$ cat src/rtl/mem_byte_sequencer.sv
`default_nettype none
//------------------------------------------------------------------------------
// Module   : mem_byte_sequencer
// Brief    : Splits 32-bit loads/stores into four little-endian byte accesses,
//            stalling the pipeline via freeze. Option macro: ALIGN_CHECK_EN.
// Revision : 1.0 - initial release
//------------------------------------------------------------------------------
module mem_byte_sequencer #(
   parameter int ADDR_BITS = 8
) (
   input  logic        clk,
   input  logic        rst,
   input  logic [31:0] ALU_result,
   input  logic [31:0] ST_val,
   input  logic        MEM_R_EN,
   input  logic        MEM_W_EN,
   output logic        freeze,
   output logic [31:0] MEM_result,
   output logic [31:0] mem_addr,
   output logic [31:0] mem_wdata,
   output logic        mem_r_en,
   output logic        mem_w_en,
   input  logic [31:0] mem_rdata,
   output logic        misalign
);

   typedef enum logic [1:0] {
      S_IDLE   = 2'd0,
      S_ACCESS = 2'd1,
      S_DONE   = 2'd2
   } state_t;

   state_t                r_state;
   state_t                w_next;
   logic [1:0]            r_k;
   logic [ADDR_BITS-1:0]  r_base;
   logic [31:0]           r_st_val;
   logic                  r_is_store;
   logic [23:0]           r_shadow;
   logic [31:0]           r_mem_result;

   logic                  w_req;
   logic                  w_misalign;
   logic                  w_accept;
   logic                  w_freeze;
   logic                  w_mem_r_en;
   logic                  w_mem_w_en;
   logic [ADDR_BITS-1:0]  w_addr;
   logic [31:0]           w_mem_addr;
   logic [7:0]            w_byte;
   logic [31:0]           w_mem_wdata;
   logic                  w_unused_ok;

   assign w_req = MEM_R_EN | MEM_W_EN;

`ifdef ALIGN_CHECK_EN
   assign w_misalign = (r_state == S_IDLE) & w_req & (|ALU_result[1:0]);
`else
   assign w_misalign = 1'b0;
`endif

   // A misaligned request (when checked) is dropped rather than sequenced.
   assign w_accept = (r_state == S_IDLE) & w_req & ~w_misalign;

   assign w_addr = r_base + ADDR_BITS'(r_k);

   always_comb begin
      w_byte = r_st_val[7:0];
      case (r_k)
         2'd0:    w_byte = r_st_val[7:0];
         2'd1:    w_byte = r_st_val[15:8];
         2'd2:    w_byte = r_st_val[23:16];
         2'd3:    w_byte = r_st_val[31:24];
         default: w_byte = r_st_val[7:0];
      endcase
   end

   always_ff @(posedge clk or negedge rst) begin
      if (!rst) begin
         r_state <= S_IDLE;
      end else begin
         r_state <= w_next;
      end
   end

   always_comb begin
      w_next      = r_state;
      w_freeze    = 1'b0;
      w_mem_r_en  = 1'b0;
      w_mem_w_en  = 1'b0;
      w_mem_addr  = 32'd0;
      w_mem_wdata = 32'd0;
      case (r_state)
         S_IDLE: begin
            if (w_accept) begin
               w_next   = S_ACCESS;
               w_freeze = 1'b1;
            end
         end
         S_ACCESS: begin
            w_freeze    = 1'b1;
            w_mem_r_en  = ~r_is_store;
            w_mem_w_en  = r_is_store;
            w_mem_addr  = 32'(w_addr);
            w_mem_wdata = r_is_store ? {24'd0, w_byte} : 32'd0;
            if (r_k == 2'd3) begin
               w_next = S_DONE;
            end
         end
         S_DONE: begin
            // Same instruction still sits in EXE/MEM here, so requests are ignored.
            w_next = S_IDLE;
         end
         default: begin
            w_next = S_IDLE;
         end
      endcase
   end

   always_ff @(posedge clk or negedge rst) begin
      if (!rst) begin
         r_k          <= 2'd0;
         r_base       <= '0;
         r_st_val     <= 32'd0;
         r_is_store   <= 1'b0;
         r_shadow     <= 24'd0;
         r_mem_result <= 32'd0;
      end else begin
         if (w_accept) begin
            r_base     <= ALU_result[ADDR_BITS-1:0];
            r_st_val   <= ST_val;
            r_is_store <= MEM_W_EN;
            r_k        <= 2'd0;
         end
         if (r_state == S_ACCESS) begin
            r_k <= r_k + 2'd1;
            if (!r_is_store) begin
               case (r_k)
                  2'd0:    r_shadow[7:0]   <= mem_rdata[7:0];
                  2'd1:    r_shadow[15:8]  <= mem_rdata[7:0];
                  2'd2:    r_shadow[23:16] <= mem_rdata[7:0];
                  // Last byte goes straight into the result so it is valid in DONE.
                  2'd3:    r_mem_result    <= {mem_rdata[7:0], r_shadow};
                  default: r_shadow        <= r_shadow;
               endcase
            end
         end
      end
   end

   // freeze/misalign are partly combinational on the request; force them low in reset.
   assign freeze     = w_freeze & rst;
   assign misalign   = w_misalign & rst;
   assign mem_r_en   = w_mem_r_en;
   assign mem_w_en   = w_mem_w_en;
   assign mem_addr   = w_mem_addr;
   assign mem_wdata  = w_mem_wdata;
   assign MEM_result = r_mem_result;

   assign w_unused_ok = ^{ALU_result, mem_rdata[31:8]};

endmodule
`default_nettype wire

$ cat config.mk
export PLATFORM = sky130hd
export DESIGN_NAME = mem_byte_sequencer
export DESIGN_NICKNAME = d
export VERILOG_FILES = /design/src/rtl/mem_byte_sequencer.sv
export SDC_FILE = /design/constraint.sdc
export NUM_CORES = 1
export LEC_CHECK = 0
export BUFFER_PORTS_ARGS = -buffer_cell sky130_fd_sc_hd__buf_4
export CORE_ASPECT_RATIO = 0.7
export CORE_MARGIN = 8
export CORE_UTILIZATION = 50
export DETAILED_ROUTE_END_ITERATION = 10
export GPL_TIMING_DRIVEN = 1
export PLACE_DENSITY = 0.83
export SLEW_MARGIN = 20
export SYNTH_ARGS = -nofsm -noshare
export SYNTH_HDL_FRONTEND = slang
export SYNTH_SLANG_ARGS = --single-unit
$ cat constraint.sdc
create_clock -name clk -period 3.2 [get_ports clk]
set_input_delay 0.16 -clock clk [delete_from_list [all_inputs] [get_ports clk]]
set_output_delay 0.16 -clock clk [all_outputs]
set_load 0.005 [all_outputs]
==> impl_metrics.env <==
export IMPL_die_h_um=97.0
export IMPL_yosysWarnings=0
export IMPL_slowest_delay_ns=0.47
export IMPL_status="completed"
export IMPL_rr_startpoint="r_k[1]"
export IMPL_dr_first_iter_drc_count=113
export IMPL_via_count=2917
export IMPL_cts_resized=0
export IMPL_num_io_pins=200
export IMPL_fin_area_um2=5690
export IMPL_rrSetupSlack_ns=1.06
export IMPL_ant_nets=0
export IMPL_tns_ns=0
export IMPL_rows=29
export IMPL_fin_nets=558
export IMPL_worstPathMaxFanout=9
export IMPL_required_ns=3.04
export IMPL_rsz0062_at_grt="no"
export IMPL_drt_pass1_iter_count=4
export IMPL_n_antenna_cell=0
export IMPL_ir_worst_vdd_mv=0.567
export IMPL_drc=0
export IMPL_yosysSeqAreaShare=0.539
export IMPL_gr_total_overflow=0
export IMPL_min_path_cells=2
export IMPL_rr_worst_depth=4
export IMPL_cp_arrival_ns=2.13
export IMPL_max_freq_mhz=437
export IMPL_min_from="ST_val[10]"
export IMPL_crit_type="register to primary output"
export IMPL_grt_pass1_vias=3183
export IMPL_clock_sinks=101
export IMPL_ys_types=30
export IMPL_ys_seq_elements=101
export IMPL_fin_skew_ns=0.00431
export IMPL_layout_drive_gt1_share=0.496
export IMPL_core_um2=9110
export IMPL_maxSlewHeadroom=0.561
export IMPL_cp_end_kind="primary output"
export IMPL_dpl_cell_area_um2=5390
export IMPL_io_buffers=102
export IMPL_syn_area_um2=4690
export IMPL_cts_tree="done"
export IMPL_cts_setup_buffers=0
export IMPL_worstReg2RegEnd="r_shadow[14]"
export IMPL_totalWireLength_mm=9.86
export IMPL_tightest_slew_ns=0.659
export IMPL_path_cells="inv_1 -> ha_1 -> a222oi_1 -> o21ai_0 -> and2_1 -> buf_4"
export IMPL_clkTransAtPathRegs_ns=0.06
export IMPL_leakagePower_nw=2.65
export IMPL_netlist_instances=347
export IMPL_path_delay_family="compound AO/OA/AOI/OAI gates"
export IMPL_min_period_over_period=0.715
export IMPL_die_w_um=132
export IMPL_clk_latency_ns=0.34
export IMPL_cap_violations=0
export IMPL_cts_hold_buf=1
export IMPL_cts_htree_levels=3
export IMPL_start_kind="register"
export IMPL_critPathBufInv=2
export IMPL_p_per_area_nw_per_um2=1010
export IMPL_antenna_found_initial=0
export IMPL_vias_per_cell=5.05
export IMPL_fin_crit_ns=2.29
export IMPL_clock_path_buffers=2
export IMPL_worstHoldEndpoint="r_st_val[10]"
export IMPL_globalplace_congestion=0.762
export IMPL_cts_root_buf="clkbuf_16"
export IMPL_wl_per_cell_um=17.1
export IMPL_grt_pass1_wl_mm=16.7
export IMPL_finalHoldViolCount=0
export IMPL_cp_slowest_cell="dfrtp_1"
export IMPL_final_max_slew_viol_count=0
export IMPL_cts_buffers=9
export IMPL_avgSynthCellArea_um2=13.5
export IMPL_setup_viol=0
export IMPL_fillerInstances=722
export IMPL_grt_use_total=0.160
export IMPL_start_util=0.515
export IMPL_dieArea_um2=12800
export IMPL_syn2layout_area_growth_pct=21.2
export IMPL_hold_path_class="input pin to register"
export IMPL_grt_max_degree=55
export IMPL_dp_hpwl_mm=7.36
-- stage by stage --
stage	worst slack, ns	hold slack [ns]	utilization	power, mW	instances
after global routing	0.793	0.0383	0.624	6.12	578
after global placement	1.08	0.228	0.591	4.58	562
after floorplan	1.41	-0.136	-	3.76	395
after detailed placement	1.05	0.233	0.591	4.71	562
final	0.912	0.0514	0.624	5.72	578
after CTS	0.894	0.0360	0.624	5.80	578
-- state kept, by name, summed over array words and instances (netlist names) --
signal and count:
r_shadow 24, r_st_val 32, r_is_store 1, MEM_result 32, r_k 2, r_state 2
r_base 8
-- cell type report --
class                           instances  area (um^2)  share of cell area
Clock buffer                           11          243              0.0427
Clock inverter                          4         48.8             0.00858
Inverter                                6         22.5             0.00396
Multi-Input combinational cell        225         1880               0.331
Sequential cell                       101         2530               0.444
Tap cell                              124          155              0.0273
Timing Repair Buffer                  107          806               0.142
-- metal layers --
layer / global-route usage / vias up / part of all wire
li1: - / 1329 / -
met4: 0.0563 / 0 / 0.018
met5: 0 / - / 0
met1: 0.198 / 1474 / 0.44
met2: 0.254 / 96 / 0.48
met3: 0.0558 / 18 / 0.062
-- power by group --
group | total [mW] | internal [mW] | switching (mW)
sequential | 2.34 | 1.93 | 0.415
clock | 1.06 | 0.622 | 0.435
combinational | 2.32 | 1.38 | 0.944
-- Yosys cell counts (all sizes together) --
| master | n | share of area |
|---|---|---|
| and2 | 12 | 0.016 |
| o21ai | 11 | 0.012 |
| nor2 | 4 | 0.0032 |
| a222oi | 8 | 0.017 |
| fa | 1 | 0.0043 |
| clkbuf | 5 | 0.0061 |
| nor3 | 1 | 0.0021 |
| xor2 | 1 | 0.0019 |
| buf | 58 | 0.090 |
| mux2 | 98 | 0.24 |
| nand4 | 1 | 0.0013 |
| conb | 1 | 0.00080 |
| or3 | 3 | 0.0040 |
| inv | 6 | 0.0048 |
| o21bai | 1 | 0.0016 |
| and2b | 1 | 0.0019 |
| nand3 | 2 | 0.0021 |
| dfrtp | 101 | 0.54 |
| nand2b | 1 | 0.0029 |
| xnor2 | 1 | 0.0019 |
| o31ai | 3 | 0.0048 |
| or4 | 1 | 0.0016 |
| nor3b | 5 | 0.015 |
| ha | 7 | 0.019 |
| a21oi | 5 | 0.0053 |
| nand2 | 9 | 0.0072 |
-- placed cells by master (no fill, tap or decap), types with 3 or more instances in the layout --
cell | Yosys | layout
nor3b_4 | 2 | 3
o21ai_0 | 11 | 11
and2_1 | 12 | 12
or3_1 | 3 | 3
dfrtp_1 | 101 | 101
inv_1 | 6 | 6
a222oi_1 | 8 | 8
clkbuf_16 | 0 | 9
mux2_2 | 98 | 98
a21oi_1 | 5 | 5
o31ai_1 | 3 | 3
nor2_1 | 4 | 4
conb_1 | 1 | 49
nand2_1 | 9 | 9
buf_4 | 52 | 106
ha_1 | 7 | 7
-- worst max path at each step --
stage	startpoint	to	slack (ns)	cells after the start
2_1_floorplan	r_k[1]	r_shadow[10]	1.41	5
3_3_place_gp	r_k[1]	r_shadow[8]	1.08	4
3_5_place_dp	r_k[1]	r_shadow[12]	1.05	4
4_1_cts	r_k[0]	mem_wdata[6]	0.89	6
5_1_grt	r_k[0]	mem_wdata[7]	0.79	6
6_report	r_k[0]	mem_wdata[6]	0.91	6
-- kinds of logic (layout without fill, tap and decap cells) --
kind of cell | after synthesis | count (layout) | share of synthesized area
AND/OR/NAND/NOR | 40 | 40 | 0.0573
adder cells (fa/ha/maj) | 8 | 8 | 0.0229
multiplexers | 98 | 98 | 0.235
buffers and inverters | 69 | 128 | 0.101
AO/OA/AOI/OAI | 28 | 28 | 0.0405
flip-flops | 101 | 101 | 0.539
other | 1 | 49 | 0.000799
XOR/XNOR | 2 | 2 | 0.00374
Power figures use the tool's default switching activity.
